--- src/rtl/common_pkg.sv ---
// Shared bus and register types used across the pipeline.
package common;

    typedef logic [63:0] word_t;
    typedef logic [63:0] addr_t;
    typedef logic [4:0]  creg_addr_t;
    typedef logic [7:0]  strobe_t;

    // Transfer size encoding: log2 of the byte count.
    typedef enum logic [2:0] {
        MSIZE1 = 3'd0,
        MSIZE2 = 3'd1,
        MSIZE4 = 3'd2,
        MSIZE8 = 3'd3
    } msize_t;

    typedef struct packed {
        logic    valid;
        addr_t   addr;
        msize_t  size;
        strobe_t strobe;
        word_t   data;
    } dbus_req_t;

    typedef struct packed {
        logic  addr_ok;
        logic  data_ok;
        word_t data;
    } dbus_resp_t;

endpackage

--- src/rtl/pipes_pkg.sv ---
// Pipeline-stage payload types and the memory-stage state encoding.
package pipes;
    import common::*;

    typedef enum logic [3:0] {
        NOP = 4'd0,
        ADD = 4'd1,
        SUB = 4'd2,
        LD  = 4'd3,
        SD  = 4'd4
    } decoded_op_t;

    typedef struct packed {
        decoded_op_t op;
        logic        regwrite;
        logic        memread;
        logic        memwrite;
        logic        nop_signal;
    } control_t;

    typedef struct packed {
        addr_t      pc;
        control_t   ctl;
        word_t      result_alu;
        word_t      wd;
        creg_addr_t wa;
    } execute_data_t;

    typedef struct packed {
        addr_t      pc;
        control_t   ctl;
        word_t      result_alu;
        creg_addr_t wa;
        logic       addr_31;
    } memory_data_t;

    typedef enum logic [1:0] {
        IDLE = 2'd0,
        BUSY = 2'd1,
        DONE = 2'd2
    } mem_state_t;

    // A bubble never touches memory, whatever its memread/memwrite bits say.
    function automatic logic is_nop(control_t c);
        return c.nop_signal || (c.op == NOP);
    endfunction

    function automatic logic is_mem_op(control_t c);
        return (c.memread || c.memwrite) && !is_nop(c);
    endfunction

endpackage

--- src/rtl/mem_stage.sv ---
// Memory pipeline stage: single-entry holding register with a data-bus FSM.
module mem_stage
    import common::*;
    import pipes::*;
#(
    parameter int unsigned BUS_TIMEOUT = 0
) (
    input  logic          clk,
    input  logic          reset,
    input  logic          in_valid,
    output logic          in_ready,
    input  execute_data_t in_data,
    output logic          out_valid,
    input  logic          out_ready,
    output memory_data_t  out_data,
    output dbus_req_t     dreq,
    input  dbus_resp_t    dresp,
    input  logic          flush,
    output word_t         fwd_result,
    output creg_addr_t    fwd_wa,
    output logic          fwd_regwrite,
    output logic          busy,
    output logic          bus_err
);

    localparam logic [31:0] TimeoutLast = 32'(BUS_TIMEOUT - 1);

    mem_state_t   state;
    memory_data_t out_q;
    dbus_req_t    dreq_q;
    logic         discard;
    logic [31:0]  tcnt;

    logic         accept;
    logic         take_mem;
    memory_data_t in_latched;
    dbus_req_t    dreq_next;

    // Address-phase handshake is not needed: the request is held until data_ok.
    logic unused_addr_ok;
    assign unused_addr_ok = dresp.addr_ok;

    // Input handshake and the values captured on accept.
    always_comb begin
        in_ready   = !flush && ((state == IDLE) || ((state == DONE) && out_ready));
        accept     = in_valid && in_ready;
        take_mem   = is_mem_op(in_data.ctl);

        in_latched            = '0;
        in_latched.pc         = in_data.pc;
        in_latched.ctl        = in_data.ctl;
        in_latched.result_alu = in_data.result_alu;
        in_latched.wa         = in_data.wa;
        in_latched.addr_31    = in_data.result_alu[31];
        if (is_nop(in_data.ctl)) begin
            in_latched.ctl.regwrite = 1'b0;
        end

        dreq_next       = '0;
        dreq_next.valid = 1'b1;
        dreq_next.addr  = in_data.result_alu;
        dreq_next.size  = MSIZE8;
        if (in_data.ctl.memwrite) begin
            dreq_next.strobe = 8'hFF;
            dreq_next.data   = in_data.wd;
        end
    end

    // Stage FSM: accept, run the bus transaction, hold the result for writeback.
    always_ff @(posedge clk) begin
        if (reset) begin
            state   <= IDLE;
            out_q   <= '0;
            dreq_q  <= '0;
            discard <= 1'b0;
            tcnt    <= '0;
        end else begin
            unique case (state)
                IDLE, DONE: begin
                    if (accept) begin
                        out_q   <= in_latched;
                        discard <= 1'b0;
                        tcnt    <= '0;
                        if (take_mem) begin
                            dreq_q <= dreq_next;
                            state  <= BUSY;
                        end else begin
                            state  <= DONE;
                        end
                    end else if (flush || (state == IDLE) || out_ready) begin
                        state <= IDLE;
                    end
                end
                BUSY: begin
                    // A flush cannot abort the bus cycle, only its result.
                    discard <= discard || flush;
                    if (dresp.data_ok) begin
                        dreq_q  <= '0;
                        discard <= 1'b0;
                        if (out_q.ctl.memread) begin
                            out_q.result_alu <= dresp.data;
                        end
                        state <= (discard || flush) ? IDLE : DONE;
                    end else if ((BUS_TIMEOUT != 0) && (tcnt != BUS_TIMEOUT)) begin
                        tcnt <= tcnt + 32'd1;
                    end
                end
                default: state <= IDLE;
            endcase
        end
    end

    assign out_valid    = (state == DONE);
    assign out_data     = out_q;
    assign dreq         = dreq_q;
    assign busy         = (state == BUSY);
    // Counter saturates at BUS_TIMEOUT, so this fires once per transaction.
    assign bus_err      = (BUS_TIMEOUT != 0) && (state == BUSY) && !dresp.data_ok &&
                          (tcnt == TimeoutLast);
    assign fwd_regwrite = out_valid && out_q.ctl.regwrite;
    assign fwd_result   = out_q.result_alu;
    assign fwd_wa       = out_q.wa;

endmodule

--- config.mk ---
export PLATFORM = sky130hd
export DESIGN_NAME = mem_stage
export DESIGN_NICKNAME = d
export VERILOG_FILES = /design/src/rtl/common_pkg.sv /design/src/rtl/pipes_pkg.sv /design/src/rtl/mem_stage.sv
export SDC_FILE = /design/constraint.sdc
export NUM_CORES = 1
export LEC_CHECK = 0
export CORE_AREA = 3 3 243 245
export CTS_CLUSTER_DIAMETER = 200
export DETAILED_ROUTE_END_ITERATION = 8
export DIE_AREA = 0 0 246 248
export HOLD_SLACK_MARGIN = 0.1
export PLACE_DENSITY = 0.48
export SKIP_CTS_REPAIR_TIMING = 1
export SLEW_MARGIN = 30
export SYNTH_ARGS = -nofsm -noshare
export SYNTH_HDL_FRONTEND = slang
export SYNTH_SLANG_ARGS = --single-unit
--- constraint.sdc ---
create_clock -name clk -period 2 [get_ports clk]
set_input_delay 0.3 -clock clk [delete_from_list [all_inputs] [get_ports clk]]
set_output_delay 0.3 -clock clk [all_outputs]
set_load 0.01 [all_outputs]
# After elaboration in Yosys (flattened, before gate mapping)
# Index checks and enable logic that the tools add are counted.
[totals]
ff_bits = 285
input_bits = 276
word_cells = 64
[op_classes]
n_eq_ne = 7
n_mux = 19
n_reduce_logical = 22
[op_table]
columns = ["operator", "count"]
rows = [
  ["140-bit 2-to-1 mux", 3],
  ["140-bit case mux with 2 select lines", 1],
  ["64-bit 2-to-1 mux", 2],
  ["64-bit case mux with 2 select lines", 1],
  ["72-bit 2-to-1 mux", 1],
  ["70-bit 2-to-1 mux", 1],
  ["2-bit 2-to-1 mux", 5],
  ["4-bit AND reduction", 2],
  ["1-bit logical OR", 6],
  ["2-bit inequality test, second input constant", 3],
  ["2-bit AND reduction", 3],
  ["1-bit logical AND", 5],
  ["4-bit logical NOT", 1],
  ["2-bit case mux with 2 select lines", 1],
  ["1-bit 2-to-1 mux", 3],
  ["3-bit inequality test, second input constant", 1],
  ["2-bit by 1-bit equality test with 1-bit output, second input constant", 1],
  ["2-bit equality test, second input constant", 1],
  ["1-bit logical NOT", 2],
  ["2-bit logical NOT", 1],
  ["2-bit by 1-bit inequality test with 1-bit output, second input constant", 1],
  ["1-bit case mux with 2 select lines", 1],
  ["2-bit nonzero test", 1],
  ["2-bit OR reduction", 1],
]

# Longest topological paths before layout
# Gate-level depths: netlist of the first run.
[depth]
depth_word = 7
depth_mapped = 7
depth_no_buf = 5

# Least setup slack after synthesis of the first run
# Ideal clock, no wire load.
[synth_path]
path_kind = "reg-to-reg"
from = "register state[0]"
to = "register dreq_q (netlist bit dreq[14])"
setup_time_ns = 0.117
arrival_ns = 1.495
t_required_ns = 1.883
path_slack_ns = 0.388
path_stages_with_launch = 8
n_path_buf = 3
path_cell_list = "dfxtp_1 > inv_1 > o2111ai_2 > buf_2 > o31a_1 > buf_2 > buf_2 > a22o_1"
[synth_between]
elab_chain_len = 7
word_cells_on_any_way = 14
cone_classes = "eq/ne (5); mux (1); reduce/logical (8)"
[synth_lines]
columns = ["item", "line_no", "source"]
rows = [
  ["start: declaration", "mem_stage.sv:28", "mem_state_t state;"],
  ["start signal: assignment", "mem_stage.sv:103", "state <= (discard || flush) ? IDLE : DONE;"],
  ["2-bit equality test", "mem_stage.sv:45, mem_stage.sv:78", ""],
  ["1-bit logical AND", "mem_stage.sv:45", "in_ready = !flush && ((state == IDLE) || ((state == DONE) && out_ready));"],
  ["1-bit logical OR", "mem_stage.sv:45", ""],
  ["1-bit logical AND", "mem_stage.sv:45", ""],
  ["1-bit logical AND", "mem_stage.sv:46", "accept = in_valid && in_ready;"],
  ["2-bit inequality test (no source line)", "-", ""],
  ["4-bit AND reduction (no source line)", "-", ""],
  ["end signal: assignment", "mem_stage.sv:85", "dreq_q <= dreq_next;"],
  ["end: declaration", "mem_stage.sv:30", "dbus_req_t dreq_q;"],
]
# Parallel ways exist; a longest one is shown, timed or not.
# A chain may end at the register's enable or synchronous reset.

# Final worst setup path of the first run
[layout_path]
from = "register out_q (netlist bit fwd_result[61])"
to = "output out_data[67] (netlist name)"
[layout_rtl]
columns = ["item", "line_no", "source"]
rows = [
  ["start: declaration", "mem_stage.sv:29", "memory_data_t out_q;"],
  ["start signal: assignment", "mem_stage.sv:81", "out_q <= in_latched;"],
  ["end: declaration", "mem_stage.sv:15", "output memory_data_t out_data,"],
]
# No word-level cell between the ends.

==> metrics, run 1 <==
final hold vios=0; #FFs+latches synth=275; Hold Crit Start=reset; chip height=around 250 um; DR DRC count=0; Synth area leaders=dfxtp_1, nand2_1, o221a_2; global route total overflow=0; synthesis-to-finish area growth=76.0%; fin util=around a third; Core ar.=about 57000 um2; H-tree levels=2; worst-case reg-to-reg path depth=6; Hold Path Stages=3; Lkg Pwr=roughly 7.3 nW; Tcrit/Tclk final=between 90% and 100%; detail-routed via count per cell=4.13; Cell Area, Placed=around 18000 um2; sequential share of the synthesized area=between 50% and 60%; Initial Util=approximately 18%; first-pass iteration count of the detailed router=4; Final Skew=~0.022 ns; GRT Total Usage=roughly 14%; net switching power=between 3 and 4 mW; final WL=around 47 mm; Crit Path Category=flop to output port; Mapped Area=10600 um2; total negative slack=0 ns; via count=between 10000 and 15000; PwrDens=between 700 and 800 nW/um2; Unique masters post-synth=33; Worst Hold Class=input port to flop; Reg power frac=41.2%; CP required=approximately 1.7 ns; Worst setup EP type=output port; maxcap violations=0; Port Buffers=628; CTS max path bufs=3; WL met1=around 19 mm; row count=88; pin count of the biggest net entering global routing=94; RSZ-0062 raised after global routing=false; Power Internal=about 11 mW; fillcell total=~6000; initial antenna violation count=2; wire length on met2=22.6 mm; ant diodes=0; Worst setup SP type=flop; average wire per standard cell=18.6 um; highest routed metal layer=met5; FF-to-FF End=dreq[122]; Die Wd=246 um; DR iter-0 viols=~380; Met3 Wirelength=just under 4 mm; critical path's top delay family=buffers and inverters; Post-Syn Instances=about 1200; CTS clk-pin slew, worst paths=roughly 0.060 ns; Root Buffer=clkbuf_16; end of the critical path=out_data[67]; Placer Congestion=approximately 0.80; TritonCTS Sinks=between 200 and 300; Worst path max stage delay=roughly 0.60 ns; CP Cell Sequence=clkdlybuf4s50_1; Synth Area per Inst=a little over 9 um2; TritonCTS Buffers=35; layout cells sized above 1=a little over a tenth; Worst VDD drop=around 0.43 mV; Logic pwr share=approximately 16%; Slew headroom=~50%; Slew Limit Fails=0; Min Clock Period, post-route=between 1.5 and 2 ns; vias in the first global route=between 10000 and 15000; Yosys top cell by area=dfxtp_1; HPWL after DPL=between 30 and 40 mm; first-pass GRT wire length=~67 mm; Crit path arrival time=about 1.6 ns; run status=completed; clock share of power=42.7%; Buffers & Inverters on Critical Path=1; full die area=61000 um2; Synth Warn #=0; post-synth top area share=between 50% and 60%; Net Sw Frac=between 20% and 30%; antenna-violating nets left=0; FMAX=~520 MHz; TritonCTS clock tree=built; I/O pins=around 630; CP max FO=3; final instance area=around 19000 um2; Setup Viol. Count Final=0; final-stage net count=between 1500 and 2000; Tightest Pin Transition=0.747 ns; Crit path depth=1; Clock Latency Late Sink=0.54 ns; PnR Total Power=14.3 mW; worst setup path startpoint=fwd_result[61]; Crit Reg-Reg Startpoint=state[0]; internal reg-to-reg setup slack=0.13 ns; slowest CP cell=clkdlybuf4s50_1
## layout by cell type (no fill, tap or decap), types with 2 or more instances in the layout
master / instances
buf_4: 42
mux2i_1: 64
nand2_1: 286
o221a_2: 64
inv_2: 2
clkinv_2: 6
a21oi_1: 83
inv_6: 3
a22o_1: 64
clkbuf_8: 7
buf_12: 17
clkbuf_1: 7
clkbuf_16: 35
nor2_1: 131
dlymetal6s2s_1: 3
dfxtp_1: 273
dfxtp_2: 2
clkdlybuf4s50_1: 623
inv_1: 4
conb_1: 2
## power by group through the flow
stage	registers [mW]	clock network (mW)	logic, mW
after global placement	6.01	0	2.33
after CTS	5.91	6.39	2.34
after floorplan	6.09	0	0.772
after global routing	5.93	6.59	2.48
after detailed placement	6.02	0	2.33
final	5.90	6.13	2.30
## synth_stat cells
cell / instances
mux2i_1: 64
nor4_1: 1
buf_2: 22
o2bb2ai_1: 1
o2111a_1: 1
o2111ai_2: 1
nor2b_1: 1
dfxtp_1: 275
or3_1: 1
and2_1: 1
a22o_1: 64
buf_1: 10
nor3_1: 1
nand3_1: 1
a21o_1: 1
nor4b_2: 1
a211oi_1: 2
or2_1: 1
clkbuf_1: 52
inv_1: 5
o21ai_0: 1
nand4b_1: 1
nand2b_1: 1
nor2_1: 131
buf_4: 80
o221a_2: 64
inv_2: 1
nor2_2: 1
a21oi_1: 84
o31a_1: 1
nand2_1: 287
buf_6: 5
conb_1: 1
## sequential cells by signal (all words and copies together), names as in the netlist
signal      cells
out_data       73
state           2
discard         1
fwd_wa          5
dreq          130
fwd_result     64
## routing by layer
metal	global-route usage (%)	up-vias
li1	-	4976
met1	16.8	4864
met2	24.9	430
met3	5.06	69
met4	4.22	4
met5	0	-
## worst min-delay path by stage
| stage | slack [ns] | end |
|---|---|---|
| after CTS | 0.13 | dreq[72] |
| after detailed placement | 0.45 | out_data[124] |
| after global routing | 0.13 | dreq[72] |
| after global placement | 0.44 | out_data[87] |
| after floorplan | 0.43 | dreq[0] |
| final | 0.17 | dreq[72] |
## layout make-up
cell class	instances	area, um2	area share [%]
inverter	6	22.5	0.121
multi-input combinational	715	4130	22.1
timing repair buffer	686	6930	37.2
tap	765	957	5.13
clock buffer	49	998	5.36
clock inverter	11	93.8	0.503
sequential	275	5510	29.5
## through the flow
stage / cells / hold slack (ns) / worst slack [ns]
after global routing: 2507 / 0.134 / 0.0246
after floorplan: 1165 / 0.433 / 0.388
final: 2507 / 0.175 / 0.0879
after detailed placement: 2446 / 0.446 / -0.442
after CTS: 2506 / 0.126 / -0.479
after global placement: 2446 / 0.441 / -0.431
## kinds of logic (layout without fill, tap and decap cells)
logic type,Yosys count,count (layout),share of synthesized area (%)
simple gates,429,429,15.5
other cells,1,2,0.0354
buf+inv,175,752,9.65
compound gates,220,220,16.7
flops,275,275,52.0
mux,64,64,6.05
Power figures use the tool's default switching activity.
==> inputs of run 2 (changes only) <==
- CAP_MARGIN: not set -> 20
- CTS_CLUSTER_DIAMETER: 200 -> 50
- CTS_CLUSTER_SIZE: not set -> 16
==> run 2 against run 1 <==
  * Critical path depth unchanged
  * Critical path type unchanged
  * Routed wire length barely moved
  * Sequential share of layout area decreased by 0.36 points
  * Total power grew 6.0%
  * Register-to-register slack barely moved
  * Worst setup slack lost 0.037 ns
  * Largest power group unchanged
==> metrics, run 2 (same netlist as run 1, synthesis figures left out) <==
slowest CP cell=clkdlybuf4s50_1; final WL=46.7 mm (about the same); placed insts=2446 (unchanged); HPWL after DPL=35.3 mm (unchanged); commonest non-fill, non-tap cell in the layout=clkdlybuf4s50_1; RSZ-0062 raised after global routing=false; Worst VDD drop=0.509 mV (+18%); I/O pins=632 (unchanged); critical path's top delay family=buffers and inverters; PwrDens=805 nW/um2 (+4.7%); CP max FO=3 (unchanged); H-tree levels=2 (unchanged); fin cells=2518 (+0.44%); pin count of the biggest net entering global routing=94 (unchanged); total negative slack=0 ns (unchanged); run status=completed; hold slack=0.164 ns (-0.0104 ns); FMAX=513 MHz (-1.9%); pre-CTS WS=-0.442 ns (unchanged); final instance area=18900 um2 (+1.2%); GRT Total Usage=14.4% (about the same); TritonCTS Buffers=41 (+17%); average wire per standard cell=18.5 um (-0.50%); Slew headroom=50.9% (+0.73 points); Crit path arrival time=1.65 ns (+0.04 ns); CTS clk-pin slew, worst paths=0.06 ns (about the same); Placer Congestion=0.795 (unchanged); Buffers & Inverters on Critical Path=1 (unchanged); initial antenna violation count=2 (unchanged); Worst setup SP type=flop; Final Skew=0.0263 ns (+0.00452 ns); maxcap violations=0 (unchanged); Worst Hold Class=input port to flop; first-pass GRT wire length=67.0 mm (unchanged); Cell Area, Placed=17500 um2 (unchanged); Tightest Pin Transition=0.736 ns (-0.0110 ns); Die Wd=246 um (unchanged); row count=88 (unchanged); fin util=32.9% (+0.40 points); final hold vios=0 (unchanged); DR DRC count=0 (unchanged); synthesis-to-finish area growth=78.2%; antenna-violating nets left=0 (unchanged); detail-routed via count per cell=4.13 (about the same); Lkg Pwr=7.42 nW (+1.3%); fillcell total=5931 (-0.49%); Clock Latency Late Sink=0.55 ns (about the same); max FFs per register=130 (unchanged); global route total overflow=0 (unchanged); DR iter-0 viols=403 (+7.5%); Worst setup EP type=output port; CP Cell Sequence=clkdlybuf4s50_1; Slew Limit Fails=0 (unchanged); Crit Path Category=flop to output port; vias in the first global route=10400 (-0.21%); Tcrit/Tclk final=97.5% (+1.8 points); final worst slack=0.0510 ns (-0.0369 ns); Root Buffer=clkbuf_16; final-stage net count=2001 (+0.30%); Core ar.=57400 um2 (unchanged); most frequent cells in the layout=clkdlybuf4s50_1, nand2_1, dfxtp_1; chip height=248 um (unchanged); full die area=61000 um2 (unchanged); ant diodes=0 (unchanged); Min Clock Period, post-route=1.95 ns (+0.0369 ns); PnR Total Power=15.2 mW (+6.0%); Port Buffers=628 (unchanged); layout cells sized above 1=11.9% (+0.90 points); Setup Viol. Count Final=0 (unchanged); TritonCTS Sinks=275 (unchanged); Worst path max stage delay=0.61 ns (about the same); TritonCTS clock tree=built; CP required=1.70 ns (about the same); Initial Util=18.5% (unchanged); via count=10400 (+0.43%); first-pass iteration count of the detailed router=5 (+1); CTS max path bufs=3 (unchanged)
==> run 2: cell types whose count changed in the layout (fill, tap and decap cells not counted), sizes merged <==
| cell | previous run | this run |
|---|---|---|
| clkinv | 6 | 11 |
| clkinvlp | 1 | 6 |
| clkbuf | 50 | 46 |
| inv | 9 | 14 |
==> run 2: routing by layer <==
layer	vias up	part of all wire (%)	track usage (%)
met3	67	8.8	5.28
met2	421	49	25.1
met5	-	0.058	0
met4	4	2.4	3.94
li1	5002	-	-
met1	4893	40	16.6
==> run 2: worst paths after layout <==
path	from	cells after the start	endpoint	slack, ns
max reg2reg	state[0]	6	dreq[122]	0.13
min reg2reg	out_data[126]	2	out_data[126]	0.45
min	reset	3	dreq[72]	0.16
max	fwd_result[61]	1	out_data[67]	0.05
==> run 2: area by class of cell <==
type                            instances  area [um2]  area share (%)
Clock buffer                           45        1080            5.73
Sequential cell                       275        5510            29.2
Tap cell                              765         957            5.07
Multi-Input combinational cell        715        4120            21.8
Inverter                                6        22.5           0.119
Timing Repair Buffer                  686        6930            36.7
Clock inverter                         26         248            1.31
==> run 2: where the power goes <==
group | internal [mW] | leakage [nW] | total, mW | switching [mW]
clock | 4.11 | 0.639 | 6.99 | 2.89
sequential | 5.72 | 2.24 | 5.90 | 0.180
combinational | 1.36 | 4.54 | 2.30 | 0.936
total | 11.2 | 7.42 | 15.2 | 4.00
